--- src/rtl/calc_op_sequencer.sv ---
// calc_op_sequencer: multi-cycle add / sub / shift-add multiply / restoring
// divide sequencer with one shared (W+1)-bit adder/subtractor.
// Optional divider: define CALC_SEQ_DIV_EN to build the divide path; without
// it opcode 011 is reported as illegal and div_by_zero is tied low.
module calc_op_sequencer #(
  parameter int W = 16
) (
  input  logic           clk,
  input  logic           rst_n,
  input  logic           start,
  input  logic [2:0]     opcode,
  input  logic [W-1:0]   num1,
  input  logic [W-1:0]   num2,
  output logic           busy,
  output logic           done,
  output logic [2*W-1:0] answer,
  output logic           div_by_zero,
  output logic           illegal_op
);

  localparam int CW = $clog2(W) + 1;
  localparam logic [2:0] OP_ADD = 3'b000;
  localparam logic [2:0] OP_SUB = 3'b001;
  localparam logic [2:0] OP_MUL = 3'b010;
`ifdef CALC_SEQ_DIV_EN
  localparam logic [2:0] OP_DIV = 3'b011;
`endif

  typedef enum logic [1:0] {IDLE, CALC, ITER, FINISH} state_t;

  state_t           state_reg, state_next;
  logic             armed_reg, armed_next;
  logic [W-1:0]     a_reg, a_next;
  logic [W-1:0]     b_reg, b_next;
  logic [2:0]       op_reg, op_next;
  logic [2*W-1:0]   acc_reg, acc_next;
  logic [CW-1:0]    count_reg, count_next;
  logic             busy_reg, busy_next;
  logic             done_reg, done_next;
  logic [2*W-1:0]   answer_reg, answer_next;
  logic             ill_pend_reg, ill_pend_next;
  logic             ill_reg, ill_next;
`ifdef CALC_SEQ_DIV_EN
  logic             dz_pend_reg, dz_pend_next;
  logic             dz_reg, dz_next;
`endif

  // The single shared adder/subtractor; bit W is the sign/carry.
  logic [W:0] alu_a, alu_b, alu_res;
  logic       alu_sub;

  assign alu_res = alu_a + (alu_sub ? ~alu_b : alu_b) + {{W{1'b0}}, alu_sub};

  // Route operands into the shared adder depending on what the FSM is doing.
  always_comb begin
    alu_a   = {1'b0, a_reg};
    alu_b   = {1'b0, b_reg};
    alu_sub = (op_reg == OP_SUB);
    if (state_reg == ITER) begin
`ifdef CALC_SEQ_DIV_EN
      if (op_reg == OP_DIV) begin
        // Partial remainder shifted left with the next dividend bit, minus divisor.
        alu_a   = {acc_reg[2*W-1:W], acc_reg[W-1]};
        alu_b   = {1'b0, b_reg};
        alu_sub = 1'b1;
      end else
`endif
      begin
        // Upper product half plus multiplicand.
        alu_a   = {1'b0, acc_reg[2*W-1:W]};
        alu_b   = {1'b0, a_reg};
        alu_sub = 1'b0;
      end
    end
  end

  // Next-state and datapath control for the sequencer FSM.
  always_comb begin
    state_next    = state_reg;
    armed_next    = 1'b1;
    a_next        = a_reg;
    b_next        = b_reg;
    op_next       = op_reg;
    acc_next      = acc_reg;
    count_next    = count_reg;
    busy_next     = busy_reg;
    done_next     = 1'b0;
    answer_next   = answer_reg;
    ill_pend_next = ill_pend_reg;
    ill_next      = ill_reg;
`ifdef CALC_SEQ_DIV_EN
    dz_pend_next  = dz_pend_reg;
    dz_next       = dz_reg;
`endif

    case (state_reg)
      IDLE: begin
        // armed_reg blocks a start seen on the first edge after reset release.
        if (start && armed_reg) begin
          a_next     = num1;
          b_next     = num2;
          op_next    = opcode;
          ill_next   = 1'b0;
`ifdef CALC_SEQ_DIV_EN
          dz_next    = 1'b0;
`endif
          busy_next  = 1'b1;
          state_next = CALC;
        end
      end

      CALC: begin
        count_next    = '0;
        ill_pend_next = 1'b0;
`ifdef CALC_SEQ_DIV_EN
        dz_pend_next  = 1'b0;
`endif
        case (op_reg)
          OP_ADD: begin
            acc_next   = {{(W-1){1'b0}}, alu_res};
            state_next = FINISH;
          end
          OP_SUB: begin
            acc_next   = {{(W-1){alu_res[W]}}, alu_res};
            state_next = FINISH;
          end
          OP_MUL: begin
            // Multiplier sits in the low half and is consumed LSB first.
            acc_next   = {{W{1'b0}}, b_reg};
            state_next = ITER;
          end
`ifdef CALC_SEQ_DIV_EN
          OP_DIV: begin
            if (b_reg == '0) begin
              acc_next     = {a_reg, {W{1'b1}}};
              dz_pend_next = 1'b1;
              state_next   = FINISH;
            end else begin
              // Dividend in the low half becomes the quotient as it shifts out.
              acc_next   = {{W{1'b0}}, a_reg};
              state_next = ITER;
            end
          end
`endif
          default: begin
            acc_next      = '0;
            ill_pend_next = 1'b1;
            state_next    = FINISH;
          end
        endcase
      end

      ITER: begin
`ifdef CALC_SEQ_DIV_EN
        if (op_reg == OP_DIV) begin
          // Negative trial difference means restore: just shift in a 0 bit.
          if (alu_res[W])
            acc_next = {acc_reg[2*W-2:0], 1'b0};
          else
            acc_next = {alu_res[W-1:0], acc_reg[W-2:0], 1'b1};
        end else
`endif
        begin
          if (acc_reg[0])
            acc_next = {alu_res, acc_reg[W-1:1]};
          else
            acc_next = {1'b0, acc_reg[2*W-1:1]};
        end
        count_next = count_reg + 1'b1;
        if (count_reg == CW'(W - 1))
          state_next = FINISH;
      end

      FINISH: begin
        answer_next = acc_reg;
        done_next   = 1'b1;
        busy_next   = 1'b0;
        ill_next    = ill_pend_reg;
`ifdef CALC_SEQ_DIV_EN
        dz_next     = dz_pend_reg;
`endif
        state_next  = IDLE;
      end

      default: state_next = IDLE;
    endcase
  end

  // State and datapath registers; reset discards any operation in flight.
  always_ff @(posedge clk or negedge rst_n) begin
    if (!rst_n) begin
      state_reg    <= IDLE;
      armed_reg    <= 1'b0;
      a_reg        <= '0;
      b_reg        <= '0;
      op_reg       <= '0;
      acc_reg      <= '0;
      count_reg    <= '0;
      busy_reg     <= 1'b0;
      done_reg     <= 1'b0;
      answer_reg   <= '0;
      ill_pend_reg <= 1'b0;
      ill_reg      <= 1'b0;
`ifdef CALC_SEQ_DIV_EN
      dz_pend_reg  <= 1'b0;
      dz_reg       <= 1'b0;
`endif
    end else begin
      state_reg    <= state_next;
      armed_reg    <= armed_next;
      a_reg        <= a_next;
      b_reg        <= b_next;
      op_reg       <= op_next;
      acc_reg      <= acc_next;
      count_reg    <= count_next;
      busy_reg     <= busy_next;
      done_reg     <= done_next;
      answer_reg   <= answer_next;
      ill_pend_reg <= ill_pend_next;
      ill_reg      <= ill_next;
`ifdef CALC_SEQ_DIV_EN
      dz_pend_reg  <= dz_pend_next;
      dz_reg       <= dz_next;
`endif
    end
  end

  assign busy       = busy_reg;
  assign done       = done_reg;
  assign answer     = answer_reg;
  assign illegal_op = ill_reg;
`ifdef CALC_SEQ_DIV_EN
  assign div_by_zero = dz_reg;
`else
  assign div_by_zero = 1'b0;
`endif

endmodule
--- config.mk ---
export PLATFORM = sky130hd
export DESIGN_NAME = calc_op_sequencer
export DESIGN_NICKNAME = d
export VERILOG_FILES = /design/src/rtl/calc_op_sequencer.sv
export SDC_FILE = /design/constraint.sdc
export NUM_CORES = 1
export LEC_CHECK = 0
export CELL_PAD_IN_SITES_DETAIL_PLACEMENT = 0
export CELL_PAD_IN_SITES_GLOBAL_PLACEMENT = 1
export CORE_MARGIN = 2
export CORE_UTILIZATION = 45
export DETAILED_ROUTE_END_ITERATION = 8
export PLACE_DENSITY_LB_ADDON = 0.2
export SLEW_MARGIN = 20
export SYNTH_ARGS = -nofsm -noshare
export SYNTH_HDL_FRONTEND = slang
export SYNTH_SLANG_ARGS = --single-unit
--- constraint.sdc ---
create_clock -name clk -period 11.5 [get_ports clk]
set_input_delay 2.3 -clock clk [delete_from_list [all_inputs] [get_ports clk]]
set_output_delay 2.3 -clock clk [all_outputs]
set_load 0.02 [all_outputs]
-- Word level (Yosys, flattened, before mapping)
Cells that the tools add are included.
- bits of input ports: 38
- memories: 0
- logic and storage cells: 51
- ROM bits: 0
- latch bits: 0
- RAM bits: 0
- bits in registers: 111
- add/subtract/negate cells: 3
- multiply operators: 0
- div/mod/pow operators: 0
- bitwise gates (word level): 1
- equal/unequal tests: 8
- order comparisons: 0
- reductions and logical operators: 9
- muxes and demuxes: 18
- shift-type cells: 0
- operators by type and width (cell ; count):
    32-bit one-hot mux with 3 select lines ; 1
    32-bit one-hot mux with 2 select lines ; 1
    16-bit 2-to-1 mux ; 2
    32-bit 2-to-1 mux ; 1
    17-bit by 1-bit adder with 17-bit output ; 1
    17-bit adder ; 1
    17-bit 2-to-1 mux ; 1
    17-bit inverter ; 1
    5-bit one-hot mux with 2 select lines ; 1
    2-bit one-hot mux with 4 select lines ; 1
    1-bit 2-to-1 mux ; 6
    2-bit AND reduction ; 3
    5-bit by 1-bit adder with 5-bit output, second input constant ; 1
    5-bit by 4-bit == test with 1-bit output, second input constant ; 1
    2-bit == test, second input constant ; 2
    2-bit 2-to-1 mux ; 2
    1-bit one-hot mux with 2 select lines ; 2
    2-bit nonzero test ; 2
    3-bit by 1-bit == test with 1-bit output, second input constant ; 1
    3-bit by 2-bit == test with 1-bit output, second input constant ; 1
    3-bit zero test ; 1
    3-bit OR reduction ; 1
    2-bit by 1-bit == test with 1-bit output, second input constant ; 1
    2-bit zero test ; 1
    3 further kinds ; 3

-- Logic depth before layout (Yosys ltp)
Gate-level depths: netlist of run 1.
- depth in word-level cells: 8
- depth in mapped cells: 16
- mapped depth without buffers: 14

-- Worst setup path before layout of run 1
OpenSTA, ideal clock, no wires.
- path type: register to register
- from: register state_reg[0]
- to: register acc_reg[27]
- arrival: 3873 ps
- setup slack: 7531 ps
- clock period less this slack: 3969 ps
- cell stages (with the launch flop): 17
- cells stage by stage: dfrtp_1 inv_1 ha_1 clkbuf_1 inv_1 nand3_1 buf_1 o21ai_0 fa_1 a21oi_2 o221ai_2 a2111oi_4 o31ai_1 o22a_1 o21a_4 and2_4 a311oi_2
- longest elaborated chain between the ends: 8
- elaborated cells between the ends (all ways): 13
- ends and longest elaborated chain (element ; RTL line ; text):
    from (decl) ; 31 ; state_t state_reg, state_next;
    from (signal assigned) ; 209 ; state_reg <= state_next;
    2-bit == test ; 59, 96 ;
    16-bit 2-to-1 mux ; 59 ; if (state_reg == ITER) begin
    17-bit inverter ; 52 ; assign alu_res = alu_a + (alu_sub ? ~alu_b : alu_b) + {{W{1'b0}}, alu_sub};
    17-bit 2-to-1 mux ; 52 ;
    17-bit adder ; 52 ;
    17-bit by 1-bit adder with 17-bit output ; 52 ;
    32-bit one-hot mux with 3 select lines or 32-bit 2-to-1 mux (tied branches) ; 118, 164 ;
    32-bit one-hot mux with 2 select lines ; 96 ; case (state_reg)
    to (signal assigned) ; 214 ; acc_reg <= acc_next;
    to (decl) ; 36 ; logic [2*W-1:0] acc_reg, acc_next;
Parallel ways exist; a longest one is shown, timed or not.
A chain may end at the register's enable or synchronous reset.

-- Worst setup path after layout of run 1
Ends and elaborated chain as after synthesis.

==> results of run 1 <==
## layout make-up
| cell class | count | share of cell area (%) |
|---|---|---|
| clock buffers | 11 | 3.363 |
| clock inverters | 5 | 0.5895 |
| inverters | 17 | 0.8842 |
| multi-input cells | 395 | 43.05 |
| flip-flops and latches | 111 | 38.49 |
| well taps | 176 | 3.051 |
| repair buffers | 78 | 10.58 |
## logic make-up (layout without fill, tap and decap cells)
family          count (synthesis)  after routing  synth area share (%)
simple gates                  112            112                 8.409
compound gates                121            121                 13.70
fa+ha+maj                      23             23                 4.876
xor+xnor                       27             27                 3.905
flops                         111            111                 45.87
other cells                     2              2                0.1240
buf+inv                        47            111                 2.996
mux                           110            110                 20.12
## worst paths after layout
kind / slack, ns / endpoint / start
hold / removal: 0.51 / answer[14]$_DFFE_PN0P_ / answer[14]$_DFFE_PN0P_
hold reg to reg: 0.51 / answer[14]$_DFFE_PN0P_ / answer[14]$_DFFE_PN0P_
setup reg to reg: 6.39 / acc_reg[27]$_DFFE_PN0P_ / state_reg[0]$_DFFE_PN0P_
setup / recovery: 6.39 / acc_reg[27]$_DFFE_PN0P_ / state_reg[0]$_DFFE_PN0P_
min in group asynchronous: 1.94 / answer[28]$_DFFE_PN0P_ / rst_n
max in group asynchronous: 8.36 / op_reg[2]$_DFFE_PN0P_ / rst_n
## synth_stat cells (2+ instances only)
cell	n	area, um^2
xor2_1	20	175.2
or3_1	2	12.51
nand3b_1	4	30.03
inv_1	17	63.81
nand3_1	9	45.04
conb_1	2	7.510
a21oi_1	22	110.1
mux2_2	94	1059
clkbuf_1	24	90.09
o211ai_1	3	22.52
o22ai_1	5	31.28
buf_1	4	15.01
a211oi_1	11	82.58
a31oi_1	4	25.02
o21ai_0	38	190.2
nor2b_1	2	12.51
or2_2	3	18.77
nor3_1	3	15.01
o21a_1	3	22.52
nand2_1	43	161.4
a221oi_1	10	87.58
and3_1	2	12.51
ha_1	22	275.3
a21o_1	3	22.52
mux2i_1	16	160.2
xnor2_1	7	61.31
a22oi_1	4	30.03
o221ai_1	2	17.52
dfrtp_1	111	2778
nor2_1	34	127.6
nor3b_1	4	30.03
## metal layers
layer	share of wire (%)	wire length [um]	global-route usage [%]	vias up
met4	1.5	214	7.059	0
met3	3.8	547	2.519	11
li1	-	-	-	2116
met5	0	0	0	-
met1	47	6724	30.53	2178
met2	47	6741	33.95	94
## per-stage QoR
stage,utilization (%),std cells
detailed placement,52.55,777
finish,54.71,793
CTS,54.71,793
global route,54.71,793
floorplan,-,553
global placement,52.55,777
## worst reg2reg max path, cell delays in order, from the launching register on
cell and delay [ns]:
dfrtp_1 0.43, inv_1 0.13, ha_2 0.18, buf_4 0.53, inv_1 0.44, nand3_1 0.73, o21ai_0 0.22, fa_1 0.46
a21oi_2 0.24, o221ai_2 0.17, a2111oi_4 0.38, o31ai_1 0.16, o22a_1 0.25, o21a_4 0.29, and2_4 0.21, a311oi_2 0.22
==> results.json, run 1 <==
{
  "multi_input_area_mm2": 0.003107,
  "drt-pass1-iter-count": 4,
  "wirelength_um": 14230,
  "synthFlopType": "dfrtp_1",
  "worst_hold_path_type": "register to register",
  "setup_ws_ns": 6.387,
  "nets": 673,
  "portBuffers": 72,
  "routedWlPerCell_um": 17.94,
  "fmax_mhz": 195.6,
  "grt_overflow": 0,
  "diodes": 0,
  "clkTransAtPathRegs_ns": 0.08,
  "synthDistinctLibCells": 56,
  "initial_core_util_pct": 45.91,
  "remaining_drc_errors": 0,
  "drv_cap": 0,
  "rr_worst_depth": 15,
  "fp.dieW_um": 120.0,
  "die_area_mm2": 0.01440,
  "avgSynthCellArea_um2": 10.95,
  "clockBufferDepth": 2,
  "grt_first_pass_wirelength_um": 23980,
  "placed_area_mm2": 0.006932,
  "tritoncts": "yes",
  "design_area_mm2": 0.007217,
  "ys_async_sr_fraction_pct": 100.0,
  "required_ns": 11.77,
  "grt_antenna_before_repair": 0,
  "crit_family": "compound AO/OA/AOI/OAI gates",
  "startpoint_type": "register",
  "drt_iter0_drc": 223,
  "die_h_um": 120.0,
  "seqCellArea_mm2": 0.002778,
  "status": "finished, final reports clean",
  "slew_violations": 0,
  "crit_path_top_delay_cell": "nand3_1",
  "mostFrequentLayoutCells": "dfrtp_1, mux2_2, clkdlybuf4s50_1, nand2_1, o21ai_0",
  "holdBufCountCts": 0,
  "syn_inst": 553,
  "core-area_mm2": 0.01319,
  "hold_depth": 1,
  "path_max_fanout": 63,
  "synth_nets": 614,
  "dp_hpwl_um": 10010,
  "cts_buffers": 9,
  "post-route-period-util_pct": 44.46,
  "ys_seq_area_share_pct": 45.87,
  "track_usage_pct": 21.40,
  "slew_headroom_pct": 38.33,
  "clock_latency_ns": 0.36,
  "via_per_inst": 5.547,
  "nFillCells": 1169,
  "skew_ns": 0.01065,
  "syn_area_mm2": 0.006056,
  "critPathCaptureType": "register",
  "path_buf_inv": 3,
  "grt_max_degree": 66,
  "hold_viol": 0,
  "synth-edff-count": 0,
  "io_pins": 74,
  "ant_nets": 0,
  "worst_slew_pin_slew_ns": 0.9251,
  "hold_ws_ns": 0.5120,
  "cts.sinks": 111,
  "first_global_vias": 4450,
  "cts_setup_buffers": 0,
  "rsz0062_at_grt": "no",
  "htree_levels": 3,
  "crit_path_max_incr_delay_ns": 0.73,
  "num_vias": 4399,
  "root_buffer": "clkbuf_16",
  "cts_resized": 0,
  "cp.depth": 15,
  "place_ws_ns": 6.397,
  "setup_viol": 0,
  "rows": 42,
  "place_congestion": 0.8776,
  "crit_arrival_ns": 5.38,
  "critPathKind": "register to register",
  "min_period_ns": 5.113,
  "final_common_cell": "dfrtp_1",
  "tns_ns": 0,
  "yosysWarningCount": 0,
  "path_cells": "inv_1, ha_2, buf_4, inv_1, nand3_1, o21ai_0, fa_1, a21oi_2, o221ai_2, a2111oi_4, o31ai_1, o22a_1, o21a_4, and2_4, a311oi_2",
  "syn2layout_area_growth_pct": 19.17,
  "path_common_cell": "inv_1",
  "synth-seq-cells": 111,
  "drive_above_1_share_pct": 21.07
}
Power of run 1 is left out: the tool's default activity adds up to more than one toggle a clock period on the data nets, which glitch-free logic cannot reach.
==> run 2: changes to the inputs <==
==> constraint.sdc (replaced) <==
create_clock -name clk -period 4.8 [get_ports clk]
set_input_delay 0.96 -clock clk [delete_from_list [all_inputs] [get_ports clk]]
set_output_delay 0.96 -clock clk [all_outputs]
set_load 0.02 [all_outputs]
==> run 2 against run 1 <==
Final cell count rose by 0.63%. Core utilization increased by 0.73 points. Setup slack worse by 5.8 ns. First-iteration DRC count grew 11%. Cell area rose by 1.3%. Largest cell class unchanged. Hold slack lost 0.0041 ns. Highest routed layer unchanged. Non-clock buffer count rose by 5. Critical path type unchanged.
==> results.json, run 2 (synthesis results as in run 1) <==
{
  "tritoncts": "yes",
  "io_pins": 74,
  "initial_core_util_pct": 45.91,
  "diodes": 0,
  "cts.sinks": 111,
  "via_per_inst": 5.563,
  "cts_buffers": 9,
  "slew_violations": 0,
  "crit_family": "compound AO/OA/AOI/OAI gates",
  "critPathCaptureType": "register",
  "track_usage_pct": 21.06,
  "grt_first_pass_wirelength_um": 23560,
  "final_common_cell": "dfrtp_1",
  "hold_ws_ns": 0.5080,
  "required_ns": 5.07,
  "rr_worst_depth": 14,
  "hold_viol": 0,
  "htree_levels": 3,
  "mostFrequentLayoutCells": "dfrtp_1, mux2_2, clkdlybuf4s50_1, nand2_1, o21ai_0",
  "clkTransAtPathRegs_ns": 0.08,
  "skew_ns": 0.009946,
  "slew_headroom_pct": 39.36,
  "drv_cap": 0,
  "drt-pass1-iter-count": 4,
  "routedWlPerCell_um": 17.96,
  "nets": 678,
  "crit_arrival_ns": 4.45,
  "fp.dieW_um": 120.0,
  "root_buffer": "clkbuf_16",
  "rows": 42,
  "fmax_mhz": 239.0,
  "nFillCells": 1153,
  "min_period_ns": 4.184,
  "path_buf_inv": 1,
  "clockBufferDepth": 2,
  "worst_hold_path_type": "register to register",
  "crit_path_top_delay_cell": "ha_2",
  "grt_antenna_before_repair": 0,
  "status": "finished, final reports clean",
  "num_vias": 4439,
  "wirelength_um": 14340,
  "portBuffers": 72,
  "first_global_vias": 4475,
  "hold_end": "answer[27]$_DFFE_PN0P_",
  "remaining_drc_errors": 0,
  "drt_iter0_drc": 247,
  "place_congestion": 0.9359,
  "clock_latency_ns": 0.36,
  "tns_ns": 0,
  "post-route-period-util_pct": 87.17,
  "rsz0062_at_grt": "no",
  "min_from": "answer[27]$_DFFE_PN0P_",
  "critPathKind": "register to register",
  "core-area_mm2": 0.01319,
  "setup_viol": 0,
  "worst_slew_pin_slew_ns": 0.9096,
  "grt_max_degree": 81,
  "r2r-start": "state_reg[0]$_DFFE_PN0P_",
  "path_max_fanout": 29,
  "holdBufCountCts": 0,
  "die_h_um": 120.0,
  "cts_setup_buffers": 0,
  "die_area_mm2": 0.01440,
  "hold_depth": 1,
  "cts_resized": 0,
  "crit_path_max_incr_delay_ns": 0.55,
  "drive_above_1_share_pct": 21.86,
  "grt_overflow": 0,
  "dp_hpwl_um": 10450,
  "path_cells": "inv_1, ha_2, mux2_2, nand2_1, o21ai_0, fa_1, a21oi_2, o221ai_2, a2111oi_4, o31ai_1, o22a_1, o21a_4, and2_4, a311oi_2",
  "r2r_slack_ns": 0.62,
  "syn2layout_area_growth_pct": 20.76,
  "ant_nets": 0,
  "rr_endpoint": "acc_reg[27]$_DFFE_PN0P_",
  "startpoint_type": "register"
}
==> run 2: stage by stage <==
step	util [%]	setup WS [ns]	instances	instance area, um^2
floorplan	-	0.8311	553	6056
global placement	52.84	0.7841	782	6969
detailed placement	52.84	0.6545	782	6969
CTS	55.42	0.6195	798	7310
global route	55.44	0.3983	798	7313
finish	55.44	0.6157	798	7313
==> run 2: metal layers <==
| layer | global-route usage, % | share of wire [%] | up-vias |
|---|---|---|---|
| met5 | 0 | 0 | - |
| met4 | 7.500 | 1.6 | 0 |
| met3 | 2.757 | 4.0 | 14 |
| met2 | 33.03 | 47 | 94 |
| met1 | 29.97 | 48 | 2210 |
| li1 | - | - | 2121 |
==> run 2: how the worst max path moves through the flow <==
| stage | slack [ns] | end | startpoint | depth (start not counted) |
|---|---|---|---|---|
| finish | 0.62 | acc_reg[27]$_DFFE_PN0P_ | state_reg[0]$_DFFE_PN0P_ | 14 |
| global route | 0.40 | acc_reg[27]$_DFFE_PN0P_ | state_reg[0]$_DFFE_PN0P_ | 14 |
| CTS | 0.62 | acc_reg[27]$_DFFE_PN0P_ | state_reg[0]$_DFFE_PN0P_ | 14 |
| detailed placement | 0.65 | acc_reg[27]$_DFFE_PN0P_ | state_reg[0]$_DFFE_PN0P_ | 14 |
| global placement | 0.78 | acc_reg[27]$_DFFE_PN0P_ | state_reg[0]$_DFFE_PN0P_ | 14 |
| floorplan | 0.83 | acc_reg[27]$_DFFE_PN0P_ | state_reg[0]$_DFFE_PN0P_ | 16 |
==> run 2: final cells by class <==
cell class                      count  area (um^2)  area share [%]
Tap cell                          176        220.2           3.011
Multi-Input combinational cell    395         3107           42.48
Inverter                           17        63.81          0.8725
Clock inverter                      5        87.58           1.198
Clock buffer                       11        252.7           3.456
Timing Repair Buffer               83        804.5           11.00
Sequential cell                   111         2778           37.98
Power of run 2 is left out for the same reason.
==> run 3: changes to the inputs <==
--- a/config.mk
+++ b/config.mk
@@ -9,8 +9,9 @@
 export CELL_PAD_IN_SITES_GLOBAL_PLACEMENT = 1
 export CORE_MARGIN = 2
 export CORE_UTILIZATION = 45
+export CTS_BUF_LIST = sky130_fd_sc_hd__clkbuf_8
 export DETAILED_ROUTE_END_ITERATION = 8
-export PLACE_DENSITY_LB_ADDON = 0.2
+export PLACE_DENSITY = 0.78
 export SLEW_MARGIN = 20
 export SYNTH_ARGS = -nofsm -noshare
 export SYNTH_HDL_FRONTEND = slang
==> run 3 against run 2 <==
Wire length is essentially flat. Via count grew 0.23%. Final cell count did not move. Sequential cell count stayed put. Register-to-register slack about the same. Largest cell class unchanged. Critical path depth is 2 higher. Critical endpoint unchanged. Clock skew increased by 0.0048 ns. Highest routed layer unchanged. Fmax rose by 0.10%.
==> results.json, run 3 (synthesis results as in run 1) <==
{
  "status": "finished, final reports clean",
  "fp.dieW_um": 120.0,
  "startpoint_type": "register",
  "clkTransAtPathRegs_ns": 0.10,
  "tritoncts": "yes",
  "critPathCaptureType": "register",
  "io_pins": 74,
  "rsz0062_at_grt": "no",
  "clockBufferDepth": 2,
  "track_usage_pct": 21.21,
  "grt_first_pass_wirelength_um": 23830,
  "holdBufCountCts": 0,
  "min_period_ns": 4.180,
  "required_ns": 5.10,
  "crit_path_top_delay_cell": "dfrtp_1",
  "path_max_fanout": 22,
  "remaining_drc_errors": 0,
  "ant_nets": 0,
  "core-area_mm2": 0.01319,
  "wirelength_um": 14340,
  "htree_levels": 3,
  "syn2layout_area_growth_pct": 17.85,
  "rows": 42,
  "slew_violations": 0,
  "place_congestion": 0.8671,
  "initial_core_util_pct": 45.91,
  "grt_overflow": 0,
  "worst_slew_pin_slew_ns": 0.8957,
  "nets": 679,
  "critPathKind": "register to register",
  "mostFrequentLayoutCells": "dfrtp_1, mux2_2, clkdlybuf4s50_1, nand2_1, o21ai_0",
  "worst_hold_path_type": "register to register",
  "clock_latency_ns": 0.39,
  "crit_family": "compound AO/OA/AOI/OAI gates",
  "setup_viol": 0,
  "drt_iter0_drc": 220,
  "tns_ns": 0,
  "path_cells": "inv_1, ha_2, buf_4, inv_1, nand3_1, buf_4, xor2_1, ha_1, a211oi_1, nor2_1, a2111oi_4, o31ai_1, o22a_1, o21a_4, and2_4, a311oi_2",
  "crit_arrival_ns": 4.48,
  "hold_viol": 0,
  "die_area_mm2": 0.01440,
  "path_buf_inv": 4,
  "cts_buffers": 9,
  "root_buffer": "clkbuf_8",
  "grt_max_degree": 70,
  "drt-pass1-iter-count": 4,
  "num_vias": 4449,
  "diodes": 0,
  "cts.sinks": 111,
  "post-route-period-util_pct": 87.09,
  "drv_cap": 0,
  "portBuffers": 72,
  "final_common_cell": "dfrtp_1",
  "dp_hpwl_um": 10330,
  "slew_headroom_pct": 40.29,
  "die_h_um": 120.0,
  "grt_antenna_before_repair": 0,
  "via_per_inst": 5.575,
  "crit_path_max_incr_delay_ns": 0.43,
  "drive_above_1_share_pct": 21.38,
  "skew_ns": 0.01479,
  "routedWlPerCell_um": 17.97,
  "nFillCells": 1170,
  "cts_resized": 0,
  "first_global_vias": 4551,
  "fmax_mhz": 239.2,
  "cts_setup_buffers": 0
}
run 3: layout make-up:
| type | count | area, um^2 | area share (%) |
|---|---|---|---|
| clock buffers | 9 | 123.9 | 1.736 |
| flip-flops and latches | 111 | 2778 | 38.92 |
| multi-input cells | 395 | 3104 | 43.50 |
| inverters | 17 | 63.81 | 0.8941 |
| clock inverters | 6 | 38.79 | 0.5435 |
| well taps | 176 | 220.2 | 3.086 |
| repair buffers | 84 | 808.3 | 11.33 |
run 3: metrics by stage:
stage / utilization [%] / worst slack, ns / hold WS (ns) / cell area (um^2) / std cells
detailed placement: 52.87 / 0.6550 / 0.4953 / 6974 / 783
floorplan: - / 0.8311 / 0.4794 / 6056 / 553
CTS: 54.11 / 0.6253 / 0.5193 / 7137 / 798
global placement: 52.87 / 0.8819 / 0.4891 / 6974 / 783
global route: 54.11 / 0.2799 / 0.5342 / 7137 / 798
finish: 54.11 / 0.6199 / 0.5143 / 7137 / 798
run 3: final timing paths:
| path | start | end | slack, ns | cells past startpoint |
|---|---|---|---|---|
| worst max-delay path | state_reg[0]$_DFFE_PN0P_ | acc_reg[27]$_DFFE_PN0P_ | 0.62 | 16 |
| worst min-delay path | answer[10]$_DFFE_PN0P_ | answer[10]$_DFFE_PN0P_ | 0.51 | 1 |
| worst max register to register | state_reg[0]$_DFFE_PN0P_ | acc_reg[27]$_DFFE_PN0P_ | 0.62 | 16 |
| worst min register to register | answer[10]$_DFFE_PN0P_ | answer[10]$_DFFE_PN0P_ | 0.51 | 1 |
| max in group asynchronous | rst_n | op_reg[0]$_DFFE_PN0P_ | 3.44 | 2 |
| min in group asynchronous | rst_n | answer[28]$_DFFE_PN0P_ | 0.62 | 2 |
run 3: per-layer routing:
metal / GRT usage (%) / wire length, um / vias to the layer above
met5: 0 / 0 / -
met4: 6.691 / 193 / 0
met3: 2.709 / 618 / 13
met2: 34.09 / 6691 / 130
met1: 29.89 / 6836 / 2191
li1: - / - / 2115
Power of run 3 is left out for the same reason.
